--- config.mk ---
export PLATFORM = sky130hd
export DESIGN_NAME = roman_sym_serializer
export DESIGN_NICKNAME = d
export VERILOG_FILES = /design/src/rtl/roman_sym_serializer.sv
export SDC_FILE = /design/constraint.sdc
export NUM_CORES = 1
export LEC_CHECK = 0
export ABC_AREA = 1
export BUFFER_PORTS_ARGS = -buffer_cell sky130_fd_sc_hd__buf_4
export CAP_MARGIN = 10
export CORE_ASPECT_RATIO = 0.7
export CORE_MARGIN = 1.5
export CORE_UTILIZATION = 50
export CTS_CLUSTER_SIZE = 28
export DETAILED_ROUTE_END_ITERATION = 8
export PLACE_DENSITY = 0.83
export SLEW_MARGIN = 20
export SYNTH_ARGS = -nofsm -noshare
export SYNTH_HDL_FRONTEND = slang
export SYNTH_SLANG_ARGS = --single-unit
--- constraint.sdc ---
create_clock -name clk_i -period 1.45 [get_ports clk_i]
set_clock_uncertainty 0.1 [all_clocks]
set_input_delay 0 -clock clk_i [delete_from_list [all_inputs] [get_ports clk_i]]
set_output_delay 0 -clock clk_i [all_outputs]
set_load 0.05 [all_outputs]
--- src/rtl/roman_sym_serializer.sv ---
// Serializes a packed Roman-symbol vector one symbol per beat, leftmost written first.
// NULL slots are skipped; an all-NULL vector yields a single NULL beat marked last.
module roman_sym_serializer #(
    parameter int unsigned          OUT_WIDTH = 3,
    parameter int unsigned          OUT_NUM   = 6,
    parameter logic [OUT_WIDTH-1:0] SYM_NULL  = '0
) (
    input  logic                         clk_i,
    input  logic                         rst_i,
    input  logic                         in_valid_i,
    output logic                         in_ready_o,
    input  logic [OUT_WIDTH*OUT_NUM-1:0] in_syms_i,
    output logic                         out_valid_o,
    input  logic                         out_ready_i,
    output logic [OUT_WIDTH-1:0]         out_sym_o,
    output logic                         out_last_o,
    output logic                         busy_o
);

    localparam int unsigned VecW = OUT_WIDTH * OUT_NUM;
    localparam int unsigned PtrW = (OUT_NUM > 1) ? $clog2(OUT_NUM) : 1;

    typedef enum logic {StIdle, StSend} state_e;

    state_e                 state_q;
    logic [VecW-1:0]        syms_q;
    logic [PtrW-1:0]        ptr_q;
    logic                   out_valid_q;
    logic [OUT_WIDTH-1:0]   out_sym_q;
    logic                   out_last_q;

    // Returns {found, index} of the highest non-null slot strictly below limit.
    function automatic logic [PtrW:0] find_below(input logic [VecW-1:0] v,
                                                 input int unsigned limit);
        logic [PtrW:0] r;
        r = '0;
        for (int unsigned k = 0; k < OUT_NUM; k++) begin
            if (k < limit && v[k*OUT_WIDTH +: OUT_WIDTH] != SYM_NULL) begin
                r = {1'b1, PtrW'(k)};
            end
        end
        return r;
    endfunction

    function automatic logic [OUT_WIDTH-1:0] slot_of(input logic [VecW-1:0] v,
                                                     input logic [PtrW-1:0] idx);
        return v[32'(idx)*OUT_WIDTH +: OUT_WIDTH];
    endfunction

    logic [PtrW:0]        first_hit, first_rest, next_hit, next_rest;
    logic [OUT_WIDTH-1:0] first_sym, next_sym;

    always_comb begin
        first_hit  = find_below(in_syms_i, OUT_NUM);
        first_rest = find_below(in_syms_i, 32'(first_hit[PtrW-1:0]));
        first_sym  = slot_of(in_syms_i, first_hit[PtrW-1:0]);
        next_hit   = find_below(syms_q, 32'(ptr_q));
        next_rest  = find_below(syms_q, 32'(next_hit[PtrW-1:0]));
        next_sym   = slot_of(syms_q, next_hit[PtrW-1:0]);
    end

    always_ff @(posedge clk_i or posedge rst_i) begin
        if (rst_i) begin
            state_q     <= StIdle;
            syms_q      <= '0;
            ptr_q       <= '0;
            out_valid_q <= 1'b0;
            out_sym_q   <= '0;
            out_last_q  <= 1'b0;
        end else begin
            unique case (state_q)
                StIdle: begin
                    if (in_valid_i) begin
                        state_q     <= StSend;
                        syms_q      <= in_syms_i;
                        out_valid_q <= 1'b1;
                        if (first_hit[PtrW]) begin
                            ptr_q      <= first_hit[PtrW-1:0];
                            out_sym_q  <= first_sym;
                            out_last_q <= ~first_rest[PtrW];
                        end else begin
                            // Zero input: a lone NULL beat marks end-of-number.
                            ptr_q      <= '0;
                            out_sym_q  <= SYM_NULL;
                            out_last_q <= 1'b1;
                        end
                    end
                end
                StSend: begin
                    if (out_ready_i) begin
                        if (out_last_q) begin
                            state_q     <= StIdle;
                            out_valid_q <= 1'b0;
                            out_sym_q   <= '0;
                            out_last_q  <= 1'b0;
                        end else begin
                            ptr_q      <= next_hit[PtrW-1:0];
                            out_sym_q  <= next_sym;
                            out_last_q <= ~next_rest[PtrW];
                        end
                    end
                end
                default: state_q <= StIdle;
            endcase
        end
    end

    assign in_ready_o  = (state_q == StIdle) && !rst_i;
    assign out_valid_o = out_valid_q;
    assign out_sym_o   = out_sym_q;
    assign out_last_o  = out_last_q;
    assign busy_o      = (state_q == StSend);

endmodule

-- Yosys cells after proc, flatten, opt, wreduce, memory -nomap -nowiden
Index checks and enable logic that the tools add are counted.
- register bits: 27
- latch bits: 0
- RAM bits: 0
- ROM bits: 0
- bits of input ports: 22
- output and inout port bits: 7
- word-level logic and storage cells: 115
- memories: 0
- add/sub/neg operators: 0
- $mul: 2
- div/mod/pow operators: 0
- $lt $le $gt $ge: 17
- eq/ne operators: 4
- shifts and indexed selects: 2
- mux-type cells: 46
- bitwise logic cells: 3
- reductions and logical operators: 35
- operators by type and width (cell ; count):
    $mux 4 ; 18
    $mux 3 ; 13
    $reduce_bool 3->1 ; 12
    $shiftx 18x6->3 ; 2
    $logic_and 1x1->1 ; 18
    $lt 2x3->1 const A ; 6
    $lt 3x3->1 const A ; 6
    $lt 1x3->1 const A ; 5
    $pmux 3 s2 ; 2
    $mul 3x2->5 const B ; 2
    $mux 1 ; 10
    $ne 2x2->1 const B ; 3
    $pmux 1 s2 ; 3
    $reduce_and 3->1 ; 2
    $reduce_and 2->1 ; 2
    $not 1->1 ; 3
    $ne 2x1->1 const B ; 1
    $logic_not 1->1 ; 1

-- Logic depth before layout (Yosys ltp)
- depth in word-level cells: 19
- mapped depth: 13
- gate-level depth less buffers: 13

-- Least setup slack after synthesis
Ideal clock, no wire load.
- path kind: register to register
- start point: register state_q, in the netlist busy_o
- end point: register ptr_q[2]
- library setup time: 0.130 ns
- arrival: 1.581 ns
- data required time: 1.220 ns
- path slack: -0.361 ns
- stages on the path, launching flop included: 9
- buffers on the path: 3
- period minus slack after synthesis: 1.811 ns
- cells stage by stage: dfrtp_1 > clkbuf_2 > nor2_1 > buf_2 > inv_1 > buf_2 > o21ai_2 > o211ai_1 > o21ai_0
- word-level cells in the longest chain between the ends: 3
- elaborated cells between the ends (all ways): 6
- those cells by class: eq/ne (3); mux (1); bitwise (1); reduce/logical (1)
- ends and longest elaborated chain (item ; RTL line ; source):
    start, declared ; 25 ; state_e state_q;
    start signal, assigned ; 64 ; state_q <= StIdle;
    start signal, assigned ; 74 ; state_q <= StSend;
    start signal, assigned ; 92 ; state_q <= StIdle;
    $not 1->1 (no line) ; - ;
    $ne 2x2->1 (no line) ; - ;
    $reduce_and 3->1 (no line) ; - ;
    end signal, assigned ; 78 ; ptr_q <= first_hit[PtrW-1:0];
    end signal, assigned ; 97 ; ptr_q <= next_hit[PtrW-1:0];
    end, declared ; 27 ; logic [PtrW-1:0] ptr_q;
Parallel ways exist; a longest one is shown, timed or not.
A chain may end at the register's enable or synchronous reset.

-- Final worst setup path
- start point: register ptr_q[1]
- end point: register out_sym_q[0], in the netlist out_sym_o[0]
- word-level cells in the longest chain between the ends: 12
- elaborated cells between the ends (all ways): 20
- those cells by class: mul (1); order compare (5); shift (1); mux (8); reduce/logical (5)
- ends and longest elaborated chain (item ; RTL line ; source):
    $lt 1x3->1 ; 38 ; if (k < limit && v[k*OUT_WIDTH +: OUT_WIDTH] != SYM_NULL) begin
    $logic_and 1x1->1 ; 38 ;
    $mux 3 (4 in a row) ; 38 ;
    $mux 3 (*) ; 38 ;
    $mul 3x2->5 (*) ; 47 ; return v[32'(idx)*OUT_WIDTH +: OUT_WIDTH];
    $shiftx 18x6->3 (*) ; 47 ;
    $mux 3 (*) ; 91 ; if (out_last_q) begin
    $mux 3 (*) ; 90 ; if (out_ready_i) begin
    $pmux 3 s2 (*) ; 71 ; unique case (state_q)
    end signal, assigned ; 79 ; out_sym_q <= first_sym;
    end signal, assigned ; 98 ; out_sym_q <= next_sym;
    end, declared ; 29 ; logic [OUT_WIDTH-1:0] out_sym_q;
Mark *: on every way between the ends. The rest lies on a longest branch, timed or not. The select of a mux whose other input is x is not followed.

==> summary.txt <==
Synthesis
  • Avg Cell Area, Syn: 6.756 µm²
  • Mapped Area: 1790 µm²
  • Syn nets: 287
  • Cell with the most instances after synthesis: nand2_1
  • Ranking of synthesized cells by area: dfrtp_1 38%, nand2_1 17%, inv_1 6.7%, nor2_1 6.3%, o21ai_0 6.1%
  • Area leader, netlist: dfrtp_1
  • Syn. warnings: 0
  • Post-Syn Instances: 265
  • Count of cell types in the netlist: 27
  • Async set or reset register ratio after synthesis: 1.000
  • Yosys reg bits: 27
  • Number of synthesized flops with an enable pin: 0
  • Top cells by count, synth: 80 x nand2_1, 32 x inv_1, 30 x nor2_1, 27 x dfrtp_1, 22 x o21ai_0
  • Sequential fraction of the synthesis area: 0.3774
  • Most used DFF post-synth: dfrtp_1
  • Synth top area share: 0.3774

Die
  • IO Pins: 29
  • Die area: 3955 µm²
  • Die width: 74.53 µm
  • Core ar.: 3276 µm²
  • # rows: 17
  • Initial Util: 0.5466
  • DIE HEIGHT: 53.07 µm

STA
  • Fin crit share: 1.230
  • Minimum clock period: 1.783 ns
  • Hold Slack: -0.003881 ns
  • Final WS setup: -0.3332 ns
  • RSZ-0062 raised after global routing: true
  • Final Max Slew Viols: 0
  • Final Hold Vio Count: 1
  • FMAX: 0.5608 GHz
  • Worst-Margin Slew: 0.4219 ns
  • Worst slew margin: 0.7157
  • Final setup fails: 7

Place
  • Detailed Place HPWL: 4364 µm
  • Post-placement cell count: 381
  • Pre-CTS setup slack: -0.2748 ns
  • GP Congestion: 0.9805
  • Port bufs: 28

Clock tree
  • Worst-path clk slew: 0.11 ns
  • Max clock buf depth: 2
  • TritonCTS clock tree: yes
  • Root Buffer: clkbuf_8
  • H-tree levels: 1
  • Insertion delay to the later sink of the worst-skew pair: 0.29 ns
  • Num Clock Sinks: 27
  • Inserted Clock Buffers: 3

Detailed routing
  • Antenna viol nets, final: 0
  • Post-route DRC: 0
  • Wire per inst: 17.00 µm
  • Pre-antenna DRT Iters: 6
  • Via density per instance: 5.572
  • DR iter-0 viols: 264
  • Routed wire length: 7104 µm
  • Vias post-DR: 2329

Setup path
  • Crit end category: flop
  • Setup crit start kind: flop
  • CP max stage cell: dfrtp_2
  • CP cell instances: nor2_1 > a21oi_1 > nand2_2 > nand2_2 > nand2_4 > nand2_8 > nand2_1 > a21oi_2 > nand3_1 > a21oi_1
  • CP Max Fanout: 6
  • CP arrival: 1.89 ns
  • Setup CP Type: reg -> reg
  • Worst path max stage delay: 0.47 ns
  • Worst Path Required: 1.56 ns
  • Reg2reg path depth: 10

Outcome
  • Violated checks: hold timing, setup timing
  • Status: complete, but fails checks

Worst hold path
  • Worst Hold Depth: 4
  • Hold Path Class: in -> reg

Final layout
  • Nets: 394
  • ANT cells: 0
  • Fill cells: 185
  • Reg area: 679.4 µm²
  • Synthesis-to-finish area growth: 60.52%
  • Multi-input logic area: 1082 µm²
  • Layout Cells excl Fill: 418
  • Share of cells above drive strength 1: 0.4097

Global route
  • GRT Util Overall: 0.3719
  • Total global routing overflow: 0
  • Initial antenna violation count: 0
  • Vias in the first global route: 2250
  • First-pass GRT wire length: 10650 µm
  • Largest net degree at the start of global routing: 28

Power
  • Pleak: 1.478 nW
  • Share of power burned in registers: 0.209
  • Switching share of power: 0.5010
  • Logic pwr share: 0.725
  • Clk pwr share: 0.065
  • PD cells: 2437 nW/µm²
  • Worst vdd ir: 1.469 mV
  • Internal cell power: 3.495 mW
  • Sw power: 3.510 mW

Run
  • Max-cap viol count: 0
per-layer routing:
| metal | track usage | up-vias | wire [µm] |
|---|---|---|---|
| met1 | 0.4664 | 1070 | 2826 |
| met2 | 0.6205 | 166 | 3210 |
| met3 | 0.09714 | 36 | 750 |
| met4 | 0.1303 | 0 | 317 |
| met5 | 0 | - | 0 |
| li1 | - | 1057 | - |
cells in the final DEF, fill, tap and decap left out, types with 3 or more instances in the layout:
| cell | Yosys | final |
|---|---|---|
| nand2_4 | 5 | 6 |
| nor2_1 | 30 | 24 |
| nand2_1 | 80 | 66 |
| buf_4 | 0 | 85 |
| inv_1 | 32 | 27 |
| buf_6 | 0 | 5 |
| a21oi_2 | 1 | 5 |
| nand3_1 | 19 | 18 |
| inv_2 | 3 | 6 |
| nor2_4 | 0 | 3 |
| nand2_2 | 5 | 18 |
| nor2_2 | 1 | 4 |
| dfrtp_2 | 0 | 3 |
| clkbuf_8 | 0 | 3 |
| o21ai_0 | 22 | 20 |
| nor3_1 | 3 | 3 |
| a21oi_1 | 17 | 12 |
| dlygate4sd3_1 | 0 | 16 |
| dfrtp_1 | 27 | 24 |
power by group through the flow:
stage                     registers [mW]  logic (mW)  clock network [mW]
after global routing                1.49        5.39               0.478
after floorplan                     1.65        2.04                   0
final                               1.47        5.08               0.458
after detailed placement            1.42        3.77                   0
after CTS                           1.41        4.49               0.442
after global placement              1.40        3.74                   0
worst max-delay path, delay by kind of cell, from the launching register on:
family          cells  cell delay [ns]
compound gates      3             0.46
flops               1             0.47
simple gates        7             0.68
path summary, 6_finish.rpt:
check | start | to | slack, ns
worst max-delay path | ptr_q[1] | out_sym_o[0] | -0.33
worst min-delay path | in_syms_i[5] | syms_q[5] | -0.004
max in group asynchronous | rst_i | busy_o | 0.70
worst max register to register | ptr_q[1] | out_sym_o[0] | -0.33
min in group asynchronous | rst_i | syms_q[15] | 0.25
worst min register to register | out_sym_o[1] | out_sym_o[1] | 0.45
area by class of cell:
cell class,count,share of cell area
multi-input combinational,197,0.3766
tap,47,0.02046
inverter,37,0.05224
clock buffer,3,0.01437
clock inverter,1,0.002612
sequential,27,0.2364
timing repair buffer,106,0.2973
through the flow:
stage               area, µm²    util  power [mW]  hold WS [ns]  setup TNS, ns
detailed placement       2414  0.7368       5.192     -0.002366         -1.206
finish                   2874  0.8774       7.005     -0.003881         -1.908
global placement         2414  0.7368       5.143     -0.006355        -0.8032
floorplan                1844       -       3.686      -0.04735        -0.3095
global route             2874  0.8774       7.356     -0.001705         -2.328
CTS                      2796  0.8537       6.346       0.01022        -0.9778
what timing repair did:
action                                 CTS  global route
gates cloned                             1             0
setup endpoints to repair                8             9
setup buffers                           14             3
endpoints found under the hold margin   42             0
pin swaps                               12            14
hold buffers                            16             0
resized for setup                       21            18
flip-flops by register name, summed over array words and instances, names as in the netlist:
name	count
syms_q	18
out_valid_o	1
out_sym_o	3
out_last_o	1
ptr_q	3
busy_o	1
logic make-up after synthesis:
logic type | Yosys count | share of synthesized area
AND/OR/NAND/NOR | 146 | 0.3627
AO/OA/AOI/OAI | 50 | 0.1677
buffers and inverters | 42 | 0.09224
flip-flops | 27 | 0.3774
Power figures use the tool's default switching activity.
